File: src/rtl/uart_byte_tx.sv
// uart_byte_tx: 8N1 serial byte transmitter, LSB first; UART_TX_PARITY_EN adds an even-parity cell.
// Latency: the start bit is on tx the cycle after the accept edge; busy spans 10 (11) bit cells.
// Backpressure: busy high refuses new_data, which is dropped; block holds off new frames in IDLE.
module uart_byte_tx #(
    parameter int CLK_RATE     = 50000000,
    parameter int BAUD         = 115200,
    parameter int CLKS_PER_BIT = CLK_RATE / BAUD
) (
    input  logic       clk,
    input  logic       rst,
    input  logic [7:0] data,
    input  logic       new_data,
    input  logic       block,
    output logic       busy,
    output logic       tx
);

    localparam int BW = (CLKS_PER_BIT > 1) ? $clog2(CLKS_PER_BIT) : 1;
    localparam logic [BW-1:0] BAUD_LAST = BW'(CLKS_PER_BIT - 1);

    typedef enum logic [2:0] {
        S_IDLE,
        S_START,
        S_DATA,
`ifdef UART_TX_PARITY_EN
        S_PARITY,
`endif
        S_STOP
    } state_e;

    state_e          state_q, state_d;
    logic [BW-1:0]   baud_q, baud_d;
    logic [2:0]      bit_q, bit_d;
    logic [7:0]      shift_q, shift_d;
    logic            tx_q, tx_d;
    logic            busy_q, busy_d;
    logic            baud_tick;
`ifdef UART_TX_PARITY_EN
    logic            parity_q, parity_d;
`endif

    assign baud_tick = (baud_q == BAUD_LAST);

    always_comb begin
        state_d = state_q;
        baud_d  = baud_q;
        bit_d   = bit_q;
        shift_d = shift_q;
        tx_d    = tx_q;
        busy_d  = busy_q;
`ifdef UART_TX_PARITY_EN
        parity_d = parity_q;
`endif

        // Every non-idle state spends exactly one bit cell, timed by the shared baud counter.
        if (state_q != S_IDLE) begin
            baud_d = baud_tick ? '0 : baud_q + 1'b1;
        end

        case (state_q)
            S_IDLE: begin
                tx_d   = 1'b1;
                busy_d = 1'b0;
                if (new_data && !block) begin
                    shift_d = data;
                    baud_d  = '0;
                    bit_d   = 3'd0;
                    state_d = S_START;
                    tx_d    = 1'b0;
                    busy_d  = 1'b1;
`ifdef UART_TX_PARITY_EN
                    parity_d = ^data;
`endif
                end
            end
            S_START: begin
                if (baud_tick) begin
                    state_d = S_DATA;
                    tx_d    = shift_q[0];
                    shift_d = {1'b0, shift_q[7:1]};
                end
            end
            S_DATA: begin
                if (baud_tick) begin
                    if (bit_q == 3'd7) begin
`ifdef UART_TX_PARITY_EN
                        state_d = S_PARITY;
                        tx_d    = parity_q;
`else
                        state_d = S_STOP;
                        tx_d    = 1'b1;
`endif
                    end else begin
                        bit_d   = bit_q + 3'd1;
                        tx_d    = shift_q[0];
                        shift_d = {1'b0, shift_q[7:1]};
                    end
                end
            end
`ifdef UART_TX_PARITY_EN
            S_PARITY: begin
                if (baud_tick) begin
                    state_d = S_STOP;
                    tx_d    = 1'b1;
                end
            end
`endif
            S_STOP: begin
                if (baud_tick) begin
                    state_d = S_IDLE;
                    tx_d    = 1'b1;
                    busy_d  = 1'b0;
                end
            end
            default: begin
                state_d = S_IDLE;
                tx_d    = 1'b1;
                busy_d  = 1'b0;
            end
        endcase
    end

    always_ff @(posedge clk) begin
        if (!rst) begin
            state_q <= S_IDLE;
            baud_q  <= '0;
            bit_q   <= 3'd0;
            shift_q <= 8'd0;
            tx_q    <= 1'b1;
            busy_q  <= 1'b0;
`ifdef UART_TX_PARITY_EN
            parity_q <= 1'b0;
`endif
        end else begin
            state_q <= state_d;
            baud_q  <= baud_d;
            bit_q   <= bit_d;
            shift_q <= shift_d;
            tx_q    <= tx_d;
            busy_q  <= busy_d;
`ifdef UART_TX_PARITY_EN
            parity_q <= parity_d;
`endif
        end
    end

    assign tx   = tx_q;
    assign busy = busy_q;

endmodule

File: config.mk
export PLATFORM = sky130hd
export DESIGN_NAME = uart_byte_tx
export DESIGN_NICKNAME = d
export VERILOG_FILES = /design/src/rtl/uart_byte_tx.sv
export SDC_FILE = /design/constraint.sdc
export NUM_CORES = 1
export LEC_CHECK = 0
export CAP_MARGIN = 20
export CORE_MARGIN = 4
export CORE_UTILIZATION = 55
export DETAILED_ROUTE_END_ITERATION = 7
export GPL_TIMING_DRIVEN = 1
export PLACE_DENSITY_LB_ADDON = 0.25
export SLEW_MARGIN = 10
export SYNTH_ARGS = -nofsm -noshare
export SYNTH_HDL_FRONTEND = slang
export SYNTH_SLANG_ARGS = --single-unit
File: constraint.sdc
create_clock -name clk -period 2.3 [get_ports clk]
set_input_delay 0.46 -clock clk [delete_from_list [all_inputs] [get_ports clk]]
set_output_delay 0.46 -clock clk [all_outputs]
set_load 0.01 [all_outputs]
* Word level (Yosys, flattened, before mapping)
Index checks and enable logic that the tools add are counted.
** Word-level totals
- Register bits :: 25
- Bits of input ports :: 12
- Output and inout bits :: 2
- Logic and storage cells :: 60
** Operators by class
- Add/subtract/negate cells :: 2
- Eq/ne operators :: 11
- Multiplexer cells :: 28
- Bitwise gates (word level) :: 1
- Reduce and logical (&&, ||, !) cells :: 12
** Operator list (number)
- 2-to-1 mux 9 bit :: 4
- 2-to-1 mux 8 bit :: 4
- 2-to-1 mux 3 bit :: 8
- case mux 8 bit (3 select lines) :: 1
- != test 2 bit (second input constant) :: 6
- case mux 3 bit (4 select lines) :: 1
- AND reduction 5 bit :: 2
- adder 9 x 1 -> 9 bit (second input constant) :: 1
- equality test 9 bit (second input constant) :: 1
- 2-to-1 mux 1 bit :: 7
- equality test 3 x 2 -> 1 bit (second input constant) :: 2
- case mux 3 bit (2 select lines) :: 1
- nonzero test 3 bit :: 2
- case mux 1 bit (4 select lines) :: 1
- AND reduction 4 bit :: 1
- adder 3 x 1 -> 3 bit (second input constant) :: 1
- equality test 3 x 1 -> 1 bit (second input constant) :: 1
- equality test 3 bit (second input constant) :: 1
- logical NOT 3 bit :: 1
- case mux 1 bit (3 select lines) :: 1
- AND reduction 3 bit :: 1
- AND reduction 2 bit :: 1
- nonzero test 2 bit :: 1
- OR reduction 2 bit :: 1
- 3 further kinds :: 3

* Logic depth before layout (Yosys ltp)
Gate-level depths: netlist (run 1).
- Word-level depth :: 5
- Depth in mapped cells :: 7
- Mapped depth without buffers :: 6

* Least setup slack after synthesis (run 1)
No wires, ideal clock.
- Kind :: flip-flop to flip-flop
- From :: reg state_q[0]
- To :: reg shift_q[0]
- Setup time :: 0.119 ns
- Arrival :: 1.582 ns
- Data required time :: 2.181 ns
- Slack :: 0.600 ns
- Stages on the path, launching flop included :: 7
- Path buffers :: 1
- Period minus slack after synthesis :: 1.700 ns
- Cells stage by stage :: dfxtp_1 -> inv_1 -> ha_1 -> clkbuf_1 -> mux2i_1 -> nand2_1 -> o221a_1
** On the way
- Longest elaborated chain between the ends :: 3
- Elaborated cells between the ends (all ways) :: 10
- Classes of those cells :: 6 x eq/ne; 1 x mux; 3 x reduce/logical
** RTL lines
- start: declaration :: line 31 : state_e state_q, state_d;
- start signal: assignment :: line 135 : state_q <= state_d;
- equality test 3 x 2 -> 1 bit, or another cell as far along :: line 60 : case (state_q)
- != test 2 bit (no source line) or nonzero test 3 bit (tied branches)
- AND reduction 5 bit (no source line)
- end signal: assignment :: line 138 : shift_q <= shift_d;
- end: declaration :: line 34 : logic [7:0] shift_q, shift_d;
Parallel ways exist; a longest one is shown, timed or not.
A chain may end at the register's enable or synchronous reset.

* Worst setup path after layout (run 1)
- From :: reg state_q[0]
- To :: reg shift_q[1]
Same word-level chain as after synthesis.

==> summary.txt, run 1 <==
Critical path
  – Worst reg2reg setup slack: 0.40 ns
  – Startpoint-to-endpoint class of the critical path: flop to flop
  – Type of element capturing the critical path: flop
  – Required time of the worst setup path: 2.51 ns
  – Worst EP arrival: 2.11 ns
  – Largest driver fanout on the critical path: 7
  – Startpoint class of the critical path: flop

Global route
  – Number of global-route vias before repair: 1,155
  – Global-route wire length before repair: 4.95 mm
  – Pin count of the biggest net entering global routing: 25
  – GRT overflow: 0
  – Total global routing track utilization: 18.8%
  – Number of antenna violations at the first check in global routing: 0

Routing
  – Number of violations reported at the end of detailed-routing iteration 0: 22
  – First-pass detailed-route iteration total: 4
  – Vias/cell: 6.12
  – Detailed-route DRC error count: 0
  – Post-detailed-route wirelength per cell: 15.4 µm
  – Post-detailed-routing wire length: 2.87 mm
  – Remaining antenna violation count: 0
  – Total number of vias: 1,139

Layout
  – Antenna diode instance count: 0
  – Commonest cells after routing, fill and taps aside: sky130_fd_sc_hd__dfxtp_1, sky130_fd_sc_hd__nand2_1, sky130_fd_sc_hd__clkdlybuf4s50_1
  – P&R area growth vs syn: 13.9%
  – Net count, final: 180
  – Share of final-layout standard cells stronger than drive strength 1: 8.86%
  – Commonest non-fill, non-tap cell in the layout: sky130_fd_sc_hd__dfxtp_1

Power
  – Internal Power: 926 µW
  – Proportion of power drawn by combinational gates: 47.1%
  – Peak VDD IR: 0.856 mV
  – Ratio of total power to cell area: 976 nW/µm²
  – Net Sw Frac: 39.1%
  – Leakage component of the power: 0.000623 µW
  – Sequential Power Share: 38.2%
  – Net Sw Power: 594 µW
  – Clock power share: 14.6%

STA
  – Ratio of final minimum period to clock period: 82.7%
  – Actual slew at the worst max-slew pin: 0.559 ns
  – Number of hold violations in the final report: 0
  – Final slew viol count: 0
  – Final hold slack: 0.470 ns
  – Final Setup Violations: 0
  – Maximum clock frequency: 526 MHz
  – RSZ-0062 raised after global routing: no
  – Sum of negative setup slack: 0 ns
  – Clk_skew: 0.0110 ns
  – Final Critical Period: 1.90 ns
  – Max-Slew Margin vs Limit: 62.7%

Logic synthesis
  – Synth Cell Area: 1370 µm²
  – Synthesized Nets: 167
  – Portion of the post-synthesis area used by sequential elements: 35.1%
  – Average cell area after synthesis: 9.37 µm²
  – Number of unique standard cell types used by synthesis: 39
  – Flop and latch count out of synthesis: 24
  – Gate count of the mapped netlist: 146
  – Total of warnings raised by yosys: 0

Placement
  – Detail Placement HPWL: 2.11 mm
  – Count of input and output buffers: 13
  – GPL Wtd Cong: 0.852

Clock network
  – Cts hold-fix bufs: 0
  – Clock-pin slew of the registers on the worst-case setup and hold paths: 0.14 ns
  – Number of cells upsized or downsized after cts: 0
  – Number of sinks on the clock net: 24
  – CTS tree: done
  – Setup fix buffers added after clock tree synthesis: 0
  – Clock Tree Root: sky130_fd_sc_hd__clkbuf_4
  – Number of levels the H-tree was split into: 1
  – Clock Latency Late Sink: 0.32 ns
  – Maximum clock path buffer count: 2
  – Total clock buffers created by CTS: 3

Floorplan
  – Initial core utilization: 59.5%
  – Die width: 57.9 µm
  – Number of top-level pins: 14
  – Row count: 17
  – Die Y: 57.9 µm
  – Placeable core region: 2300 µm²
  – Floorplan die area: 3350 µm²

Run
  – Max cap viols: 0

Outcome
  – Result of the run: complete, no violations

Min path
  – Path class of the lowest-slack min-delay path: flop to flop
[stage by stage]
stage / total power (µW) / worst slack (ns) / utilization (%) / cells / cell area, µm²
2_1_floorplan: 1120 / 0.600 / - / 146 / 1370
3_3_place_gp: 1270 / 0.185 / 66.2 / 182 / 1520
3_5_place_dp: 1310 / 0.171 / 66.2 / 182 / 1520
4_1_cts: 1520 / 0.405 / 67.8 / 186 / 1560
5_1_grt: 1640 / 0.209 / 67.8 / 186 / 1560
6_report: 1520 / 0.398 / 67.8 / 186 / 1560
[Yosys cell counts]
| library cell | n | area [µm²] |
|---|---|---|
| sky130_fd_sc_hd__a2111oi_0 | 1 | 8.76 |
| sky130_fd_sc_hd__a211oi_1 | 2 | 15.0 |
| sky130_fd_sc_hd__a211oi_2 | 1 | 12.5 |
| sky130_fd_sc_hd__a21o_1 | 1 | 7.51 |
| sky130_fd_sc_hd__a21oi_1 | 6 | 30.0 |
| sky130_fd_sc_hd__a21oi_2 | 2 | 17.5 |
| sky130_fd_sc_hd__a22o_1 | 2 | 17.5 |
| sky130_fd_sc_hd__a22oi_1 | 1 | 7.51 |
| sky130_fd_sc_hd__a31oi_1 | 1 | 6.26 |
| sky130_fd_sc_hd__a32o_1 | 1 | 10.0 |
| sky130_fd_sc_hd__and2_1 | 1 | 6.26 |
| sky130_fd_sc_hd__and3_1 | 2 | 12.5 |
| sky130_fd_sc_hd__and3b_1 | 1 | 8.76 |
| sky130_fd_sc_hd__and4_1 | 1 | 8.76 |
| sky130_fd_sc_hd__clkbuf_1 | 7 | 26.3 |
| sky130_fd_sc_hd__clkinv_1 | 1 | 3.75 |
| sky130_fd_sc_hd__dfxtp_1 | 24 | 480 |
| sky130_fd_sc_hd__ha_1 | 9 | 113 |
| sky130_fd_sc_hd__inv_1 | 5 | 18.8 |
| sky130_fd_sc_hd__mux2_2 | 1 | 11.3 |
| sky130_fd_sc_hd__mux2i_1 | 12 | 120 |
| sky130_fd_sc_hd__nand2_1 | 18 | 67.6 |
| sky130_fd_sc_hd__nand2_2 | 1 | 6.26 |
| sky130_fd_sc_hd__nand2b_1 | 1 | 6.26 |
| sky130_fd_sc_hd__nand3_1 | 7 | 35.0 |
| sky130_fd_sc_hd__nand3b_1 | 1 | 7.51 |
| sky130_fd_sc_hd__nand4_1 | 1 | 6.26 |
| sky130_fd_sc_hd__nand4b_1 | 5 | 43.8 |
| sky130_fd_sc_hd__nor2_1 | 6 | 22.5 |
| sky130_fd_sc_hd__nor2b_1 | 2 | 12.5 |
| sky130_fd_sc_hd__nor3_4 | 1 | 16.3 |
| sky130_fd_sc_hd__nor4_1 | 3 | 18.8 |
| sky130_fd_sc_hd__nor4b_4 | 2 | 47.6 |
| sky130_fd_sc_hd__o211a_1 | 1 | 10.0 |
| sky130_fd_sc_hd__o211ai_1 | 1 | 7.51 |
| sky130_fd_sc_hd__o21ai_0 | 4 | 20.0 |
| sky130_fd_sc_hd__o221a_1 | 7 | 78.8 |
| sky130_fd_sc_hd__o22ai_1 | 1 | 6.26 |
| sky130_fd_sc_hd__or3_1 | 2 | 12.5 |
[flip-flops by register name (all words and copies together) (netlist names)]
signal   flops
baud_q       9
shift_q      8
bit_q        3
state_q      2
busy         1
tx           1
[path summary, 6_finish.rpt]
check | from | to | depth (start not counted)
max reg2reg | state_q[0] | shift_q[1] | 6
min reg2reg | shift_q[7] | shift_q[7] | 2
min | shift_q[7] | shift_q[7] | 2
max | state_q[0] | shift_q[1] | 6
[power groups by stage]
stage	clock (µW)	sequential, µW	combinational, µW
after global routing	251	598	790
final	223	581	717
after floorplan	0	578	547
after detailed placement	0	591	716
after global placement	0	584	690
after CTS	227	581	716
[routing by layer]
metal | up-vias | share of wire, % | global-route usage (%)
li1 | 572 | - | -
met3 | 2 | 2.8 | 5.57
met4 | 0 | 0.73 | 4.97
met2 | 13 | 49 | 31.3
met5 | - | 0 | 0
met1 | 552 | 48 | 23.5
[cells by family after synthesis]
logic type / count (synthesis) / share of synthesized area, %
adders and majority gates: 9 / 8.23
AOI/OAI and AO/OA: 32 / 18.7
muxes: 13 / 9.61
DFF: 24 / 35.1
and+or+nand+nor: 55 / 24.8
buffers and inverters: 13 / 3.57
[final cells by class]
cell class | instances | area, µm²
Clock buffer | 4 | 36.3
Sequential cell | 24 | 480
Timing Repair Buffer | 15 | 145
Inverter | 6 | 22.5
Fill cell | 194 | 739
Multi-Input combinational cell | 109 | 838
Tap cell | 28 | 35.0
[worst max-delay path, stage by stage (launching register included)]
cell and delay (ns):
sky130_fd_sc_hd__dfxtp_1 0.44, sky130_fd_sc_hd__inv_1 0.10, sky130_fd_sc_hd__ha_1 0.26, sky130_fd_sc_hd__a21o_1 0.22
sky130_fd_sc_hd__a21oi_1 0.42, sky130_fd_sc_hd__nand2_1 0.11, sky130_fd_sc_hd__o221a_1 0.24
Note: power is estimated with default switching activity, not from simulation.
==> run 2, diff against run 1 <==
Clock period 2.3 ns to 2 ns, I/O delays scaled along.
==> run 2 against run 1 <==
Against the previous run:
- worst setup slack got worse by 0.25 ns
- clock power rose by 58%
- wire length fell by 0.31%
- non-clock buffer count rose by 5
- largest cell class unchanged
- clock skew fell by 0.0040 ns
- worst hold slack improved by 0.0076 ns
- maximum frequency rose by 2.6%
- combinational power rose by 25%
- total power rose by 26%
- register-to-register slack got worse by 0.25 ns
- count of clock-buffer cells in the layout fell by 1
- flip-flop and latch count did not move
==> summary.txt, run 2 (synthesis gave the netlist of run 1 again) <==
Critical path
  – Cells traversed along the worst timing path: inv_1 > ha_1 > buf_4 > nor4_2 > o22ai_1 > a211oi_1 (was inv_1 > ha_1 > a21o_1 > a21oi_1 > nand2_1 > o221a_1)
  – Slowest CP cell: sky130_fd_sc_hd__dfxtp_1 (unchanged)
  – Startpoint class of the critical path: flop (unchanged)
  – Critical Path Max Stage Delay: 0.45 ns (was 0.44 ns)
  – Worst EP arrival: 2.08 ns (was 2.11 ns)
  – Startpoint-to-endpoint class of the critical path: flop to flop (unchanged)
  – Type of element capturing the critical path: flop (unchanged)
  – Largest driver fanout on the critical path: 8 (was 7)
  – Start point of the critical path: state_q[0] (unchanged)
  – Required time of the worst setup path: 2.22 ns (was 2.51 ns)
  – Reg-to-Reg Start: state_q[0] (unchanged)

Min path
  – Startpoint of the tightest hold check path: shift_q[7] (unchanged)
  – Path class of the lowest-slack min-delay path: flop to flop (unchanged)

STA
  – Actual slew at the worst max-slew pin: 0.476 ns (was 0.559 ns)
  – Clk_skew: 0.00710 ns (was 0.0110 ns)
  – Maximum clock frequency: 539 MHz (was 526 MHz)
  – Final slew viol count: 0 (unchanged)
  – RSZ-0062 raised after global routing: no (unchanged)
  – Max-Slew Margin vs Limit: 68.1% (was 62.7%)
  – Fin worst setup slack: 0.146 ns (was 0.398 ns)
  – Number of hold violations in the final report: 0 (unchanged)
  – Final Critical Period: 1.85 ns (was 1.90 ns)
  – Ratio of final minimum period to clock period: 92.7% (was 82.7%)
  – Final Setup Violations: 0 (unchanged)

Placement
  – Worst setup slack before clock tree synthesis: -0.00970 ns (was 0.171 ns)
  – Instance area after placement: 1560 µm² (was 1520 µm²)
  – GPL Wtd Cong: 0.827 (was 0.852)
  – Number of cells in the design after placement: 187 (was 182)
  – Count of input and output buffers: 13 (unchanged)
  – Detail Placement HPWL: 2.11 mm (about the same)

Outcome
  – Result of the run: complete, no violations (unchanged)

Layout
  – Filler-free cell count of the finished design: 191 (was 186)
  – Commonest non-fill, non-tap cell in the layout: sky130_fd_sc_hd__dfxtp_1 (unchanged)
  – Most flops, register: baud_q (unchanged)
  – Fill cells: 192 (was 194)
  – Commonest cells after routing, fill and taps aside: sky130_fd_sc_hd__dfxtp_1, sky130_fd_sc_hd__nand2_1, sky130_fd_sc_hd__clkdlybuf4s50_1 (unchanged)
  – P&R area growth vs syn: 18.8% (was 13.9%)
  – Layout Cell Area excl Fill: 1630 µm² (was 1560 µm²)
  – Share of final-layout standard cells stronger than drive strength 1: 12.3% (was 8.86%)
  – Flip-flop count of the largest register after layout: 9 (unchanged)
  – Leading registers by flop count: baud_q (9), shift_q (8), bit_q (3) (unchanged)
  – Antenna diode instance count: 0 (unchanged)
  – Net count, final: 185 (was 180)

Power
  – Ratio of total power to cell area: 1180 nW/µm² (was 976 nW/µm²)
  – Peak VDD IR: 0.948 mV (was 0.856 mV)
  – Design Power: 1920 µW (was 1520 µW)
  – Net Sw Frac: 36.7% (was 39.1%)
  – Clock power share: 18.4% (was 14.6%)
  – Sequential Power Share: 34.9% (was 38.2%)
  – Net Sw Power: 704 µW (was 594 µW)
  – Leakage component of the power: 0.000656 µW (was 0.000623 µW)
  – Proportion of power drawn by combinational gates: 46.6% (was 47.1%)
  – Internal Power: 1210 µW (was 926 µW)

Routing
  – Remaining antenna violation count: 0 (unchanged)
  – Number of violations reported at the end of detailed-routing iteration 0: 30 (was 22)
  – Post-detailed-routing wire length: 2.86 mm (was 2.87 mm)
  – Vias/cell: 6.29 (was 6.12)
  – Post-detailed-route wirelength per cell: 15.0 µm (was 15.4 µm)
  – Total number of vias: 1,201 (was 1,139)
  – Detailed-route DRC error count: 0 (unchanged)
  – First-pass detailed-route iteration total: 4 (unchanged)

Floorplan
  – Placeable core region: 2300 µm² (unchanged)
  – Die width: 57.9 µm (unchanged)
  – Die Y: 57.9 µm (unchanged)
  – Row count: 17 (unchanged)
  – Initial core utilization: 59.5% (unchanged)
  – Floorplan die area: 3350 µm² (unchanged)
  – Number of top-level pins: 14 (unchanged)

Clock network
  – Clock Tree Root: sky130_fd_sc_hd__clkbuf_4 (unchanged)
  – CTS tree: done (unchanged)
  – Maximum clock path buffer count: 2 (unchanged)
  – Clock Latency Late Sink: 0.32 ns (about the same)
  – Total clock buffers created by CTS: 3 (unchanged)
  – Clock-pin slew of the registers on the worst-case setup and hold paths: 0.14 ns (about the same)
  – Number of sinks on the clock net: 24 (unchanged)
  – Number of levels the H-tree was split into: 1 (unchanged)

Global route
  – Met2 Resource Use GR: 31.0% (was 31.3%)
  – Number of antenna violations at the first check in global routing: 0 (unchanged)
  – Busiest layer in global routing: met2 (unchanged)
  – GRT overflow: 0 (unchanged)
  – Number of global-route vias before repair: 1,125 (was 1,155)
  – Global-route wire length before repair: 4.93 mm (was 4.95 mm)
  – Total global routing track utilization: 18.5% (was 18.8%)
  – Pin count of the biggest net entering global routing: 25 (unchanged)
  – Global-route track usage on met3: 4.45% (was 5.57%)
  – GRT met1 Usage: 22.9% (was 23.5%)

Run
  – Max cap viols: 0 (unchanged)
[run 2: worst paths after layout]
kind                end  slack (ns)  depth (start not counted)
max reg2reg   baud_q[8]        0.15                          6
min reg2reg  shift_q[7]        0.48                          2
max           baud_q[8]        0.15                          6
min          shift_q[7]        0.48                          2
[run 2: timing repair]
action,CTS,global route
gates resized for setup,0,2
hold buffers,0,0
setup buffers,0,0
setup endpoints to repair,0,1
[run 2: power by group through the flow]
| stage | Clock, µW | Combinational, µW | Sequential [µW] |
|---|---|---|---|
| after floorplan | 0 | 629 | 665 |
| after global placement | 0 | 856 | 674 |
| after detailed placement | 0 | 879 | 680 |
| after CTS | 362 | 887 | 669 |
| after global routing | 386 | 995 | 680 |
| final | 353 | 894 | 669 |
[run 2: final cells by class]
class	instances	area (µm²)	area share, %
clock buffers	3	22.5	1.39
clock inverters	1	30.0	1.85
inverters	6	22.5	1.39
multi-input cells	109	852	52.4
flip-flops and latches	24	480	29.6
well taps	28	35.0	2.16
repair buffers	20	183	11.2
[run 2: critical path: cells and delay by family (launching register included)]
family	cells	cell delay (ns)
and+or+nand+nor	1	0.34
DFF	1	0.45
buffers and inverters	2	0.29
AOI/OAI and AO/OA	2	0.42
adders and majority gates	1	0.26
[run 2: routing by layer]
| layer | routed length [µm] | part of all wire [%] | vias to the layer above |
|---|---|---|---|
| met5 | 0 | 0 | - |
| met4 | 67 | 2.3 | 0 |
| met3 | 127 | 4.4 | 10 |
| met2 | 1360 | 47 | 39 |
| met1 | 1310 | 46 | 570 |
| li1 | - | - | 582 |
[run 2: per-stage QoR]
step | setup TNS, ns | hold WS, ns | utilization, %
3_5_place_dp | -0.0141 | 0.457 | 67.9
6_report | 0 | 0.477 | 70.8
5_1_grt | 0 | 0.521 | 70.8
2_1_floorplan | 0 | 0.434 | -
4_1_cts | 0 | 0.484 | 70.2
3_3_place_gp | 0 | 0.443 | 67.9
==> run 3, diff against run 2 <==
Settings changed: GPL_TIMING_DRIVEN 1 to 0.
Clock period 2 ns to 1.98 ns, I/O delays scaled along.
==> run 3 against run 2 <==
Against the previous run:
- wire length up 5.2%
- sequential power up 1%
- highest routed layer unchanged
- via count down 1.2%
- critical endpoint is now shift_q[5]
- combinational power about the same
- worst setup slack worse by 0.0081 ns
- clock skew down 0.0019 ns
- register-to-register slack about the same
- final cell count down 1.6%
- total power down 6.8%
- die area unchanged
==> summary.txt, run 3 (synthesis gave the netlist of run 1 again) <==
Routing
  – Post-detailed-routing wire length: 3.01 mm (was 2.86 mm)
  – Total number of vias: 1,186 (was 1,201)
  – Vias/cell: 6.31 (was 6.29)
  – First-pass detailed-route iteration total: 4 (unchanged)
  – Detailed-route DRC error count: 0 (unchanged)
  – Post-detailed-route wirelength per cell: 16.0 µm (was 15.0 µm)
  – Number of violations reported at the end of detailed-routing iteration 0: 28 (was 30)
  – Remaining antenna violation count: 0 (unchanged)

STA
  – Clk_skew: 0.00517 ns (was 0.00710 ns)
  – Fin worst setup slack: 0.138 ns (was 0.146 ns)
  – Final Critical Period: 1.84 ns (was 1.85 ns)
  – Maximum clock frequency: 543 MHz (was 539 MHz)
  – Max-Slew Margin vs Limit: 62.6% (was 68.1%)
  – Number of hold violations in the final report: 0 (unchanged)
  – RSZ-0062 raised after global routing: no (unchanged)
  – Sum of negative setup slack: 0 ns (unchanged)
  – Final Setup Violations: 0 (unchanged)
  – Final slew viol count: 0 (unchanged)
  – Actual slew at the worst max-slew pin: 0.561 ns (was 0.476 ns)
  – Ratio of final minimum period to clock period: 93.0% (was 92.7%)

Layout
  – Commonest non-fill, non-tap cell in the layout: sky130_fd_sc_hd__dfxtp_1 (unchanged)
  – Commonest cells after routing, fill and taps aside: sky130_fd_sc_hd__dfxtp_1, sky130_fd_sc_hd__nand2_1, sky130_fd_sc_hd__mux2i_1, sky130_fd_sc_hd__clkdlybuf4s50_1, sky130_fd_sc_hd__ha_1 (was sky130_fd_sc_hd__dfxtp_1, sky130_fd_sc_hd__nand2_1, sky130_fd_sc_hd__clkdlybuf4s50_1)
  – Layout Cell Area excl Fill: 1570 µm² (was 1630 µm²)
  – Layout Utilization: 68.5% (was 70.8%)
  – Leading registers by flop count: baud_q (9), shift_q (8), bit_q (3) (unchanged)
  – Net count, final: 183 (was 185)
  – Most flops, register: baud_q (unchanged)
  – P&R area growth vs syn: 15.1% (was 18.8%)
  – Share of final-layout standard cells stronger than drive strength 1: 10.0% (was 12.3%)
  – Flip-flop count of the largest register after layout: 9 (unchanged)
  – Antenna diode instance count: 0 (unchanged)

Clock network
  – Clock-pin slew of the registers on the worst-case setup and hold paths: 0.13 ns (was 0.14 ns)
  – Number of sinks on the clock net: 24 (unchanged)
  – Maximum clock path buffer count: 2 (unchanged)
  – CTS tree: done (unchanged)
  – Total clock buffers created by CTS: 3 (unchanged)
  – Cts hold-fix bufs: 0 (unchanged)
  – Clock Latency Late Sink: 0.31 ns (was 0.32 ns)
  – Clock Tree Root: sky130_fd_sc_hd__clkbuf_4 (unchanged)
  – Number of levels the H-tree was split into: 1 (unchanged)

Placement
  – GPL Wtd Cong: 0.831 (was 0.827)
  – Instance area after placement: 1520 µm² (was 1560 µm²)
  – Worst setup slack before clock tree synthesis: -0.155 ns (was -0.00970 ns)
  – Count of input and output buffers: 12 (was 13)
  – Detail Placement HPWL: 2.18 mm (was 2.11 mm)

Floorplan
  – Row count: 17 (unchanged)
  – Placeable core region: 2300 µm² (unchanged)
  – Die width: 57.9 µm (unchanged)
  – Floorplan die area: 3350 µm² (unchanged)
  – Die Y: 57.9 µm (unchanged)
  – Initial core utilization: 59.5% (unchanged)
  – Number of top-level pins: 14 (unchanged)

Power
  – Peak VDD IR: 0.705 mV (was 0.948 mV)
  – Ratio of total power to cell area: 1130 nW/µm² (was 1180 nW/µm²)
  – Leakage component of the power: 0.000621 µW (was 0.000656 µW)

Critical path
  – Required time of the worst setup path: 2.20 ns (was 2.22 ns)
  – Startpoint-to-endpoint class of the critical path: flop to flop (unchanged)
  – Type of element capturing the critical path: flop (unchanged)
  – Startpoint class of the critical path: flop (unchanged)
  – Cells traversed along the worst timing path: inv_1 > ha_1 > clkbuf_1 > a21oi_2 > nand2_1 > o221a_1 (was inv_1 > ha_1 > buf_4 > nor4_2 > o22ai_1 > a211oi_1)
  – Largest driver fanout on the critical path: 10 (was 8)
  – Reg-to-Reg Start: state_q[1] (was state_q[0])
  – Capture point of the worst reg-to-reg path: shift_q[5] (was baud_q[8])
  – Worst reg2reg setup slack: 0.14 ns (was 0.15 ns)
  – Critical Path Max Stage Delay: 0.44 ns (was 0.45 ns)
  – Slowest CP cell: sky130_fd_sc_hd__dfxtp_1 (unchanged)
  – R2R cell count: 6 (unchanged)
  – Worst EP arrival: 2.06 ns (was 2.08 ns)

Global route
  – GRT overflow: 0 (unchanged)
  – Total global routing track utilization: 19.0% (was 18.5%)
  – Global-route wire length before repair: 5.04 mm (was 4.93 mm)
  – Pin count of the biggest net entering global routing: 13 (was 25)
  – Number of antenna violations at the first check in global routing: 0 (unchanged)
  – Number of global-route vias before repair: 1,127 (was 1,125)

Run
  – Max cap viols: 0 (unchanged)

Outcome
  – Result of the run: complete, no violations (unchanged)

Min path
  – End of the worst hold path: shift_q[7] (unchanged)
  – Path class of the lowest-slack min-delay path: input port to flop (was flop to flop)
  – Number of stages on the worst hold path: 3 (was 2)
  – Startpoint of the tightest hold check path: rst (was shift_q[7])
-- run 3: changes by cell type in the layout (fill, tap and decap cells not counted), sizes merged --
cell	delta
clkdlybuf4s50	-1
buf	-6
bufinv	-1
clkbuf	+5
-- run 3: what timing repair did --
action                                 CTS  global route
setup buffers                            0             1
setup endpoints to repair                3            14
endpoints found under the hold margin    0             0
pin swaps                                0             1
resized for setup                        0             8
-- run 3: routing by layer --
layer | global-route usage [%] | vias up | part of all wire (%)
met3 | 4.90 | 8 | 3.2
met4 | 4.64 | 0 | 2.5
li1 | - | 574 | -
met1 | 24.9 | 582 | 46
met2 | 31.1 | 22 | 49
met5 | 0 | - | 0
-- run 3: worst max path at each step --
stage	end	start	slack, ns
floorplan	shift_q[0]	state_q[0]	0.28
CTS	shift_q[5]	state_q[0]	0.07
global placement	tx	block	-0.15
global route	tx	baud_q[0]	0.005
detailed placement	state_q[1]	new_data	-0.16
finish	shift_q[5]	state_q[1]	0.14
-- run 3: final cells by class --
type                            instances  area, µm²
Multi-Input combinational cell        109        865
Fill cell                             191        723
Sequential cell                        24        482
Timing Repair Buffer                   13        128
Tap cell                               28       35.0
Clock buffer                            3       22.5
Inverter                                6       22.5
Buffer                                  5       20.0
-- run 3: power breakdown --
group	leakage [µW]	switching, µW	internal (µW)	total (µW)
combinational	0.000411	496	396	892
sequential	0.000196	80.2	596	677
clock	0.0000138	145	71.3	217
-- run 3: critical path: cells and delay by family (launching register included) --
kind / cells / cell delay, ns
AO/OA/AOI/OAI: 2 / 0.61
adder cells (fa/ha/maj): 1 / 0.22
buffers and inverters: 2 / 0.37
flip-flops: 1 / 0.44
AND/OR/NAND/NOR: 1 / 0.10
-- run 3: metrics by stage --
stage	hold WS, ns	power (µW)	cells
2_1_floorplan	0.434	1310	146
4_1_cts	0.453	1730	188
3_5_place_dp	0.453	1520	186
6_report	0.467	1790	188
3_3_place_gp	0.443	1470	186
5_1_grt	0.503	1910	188
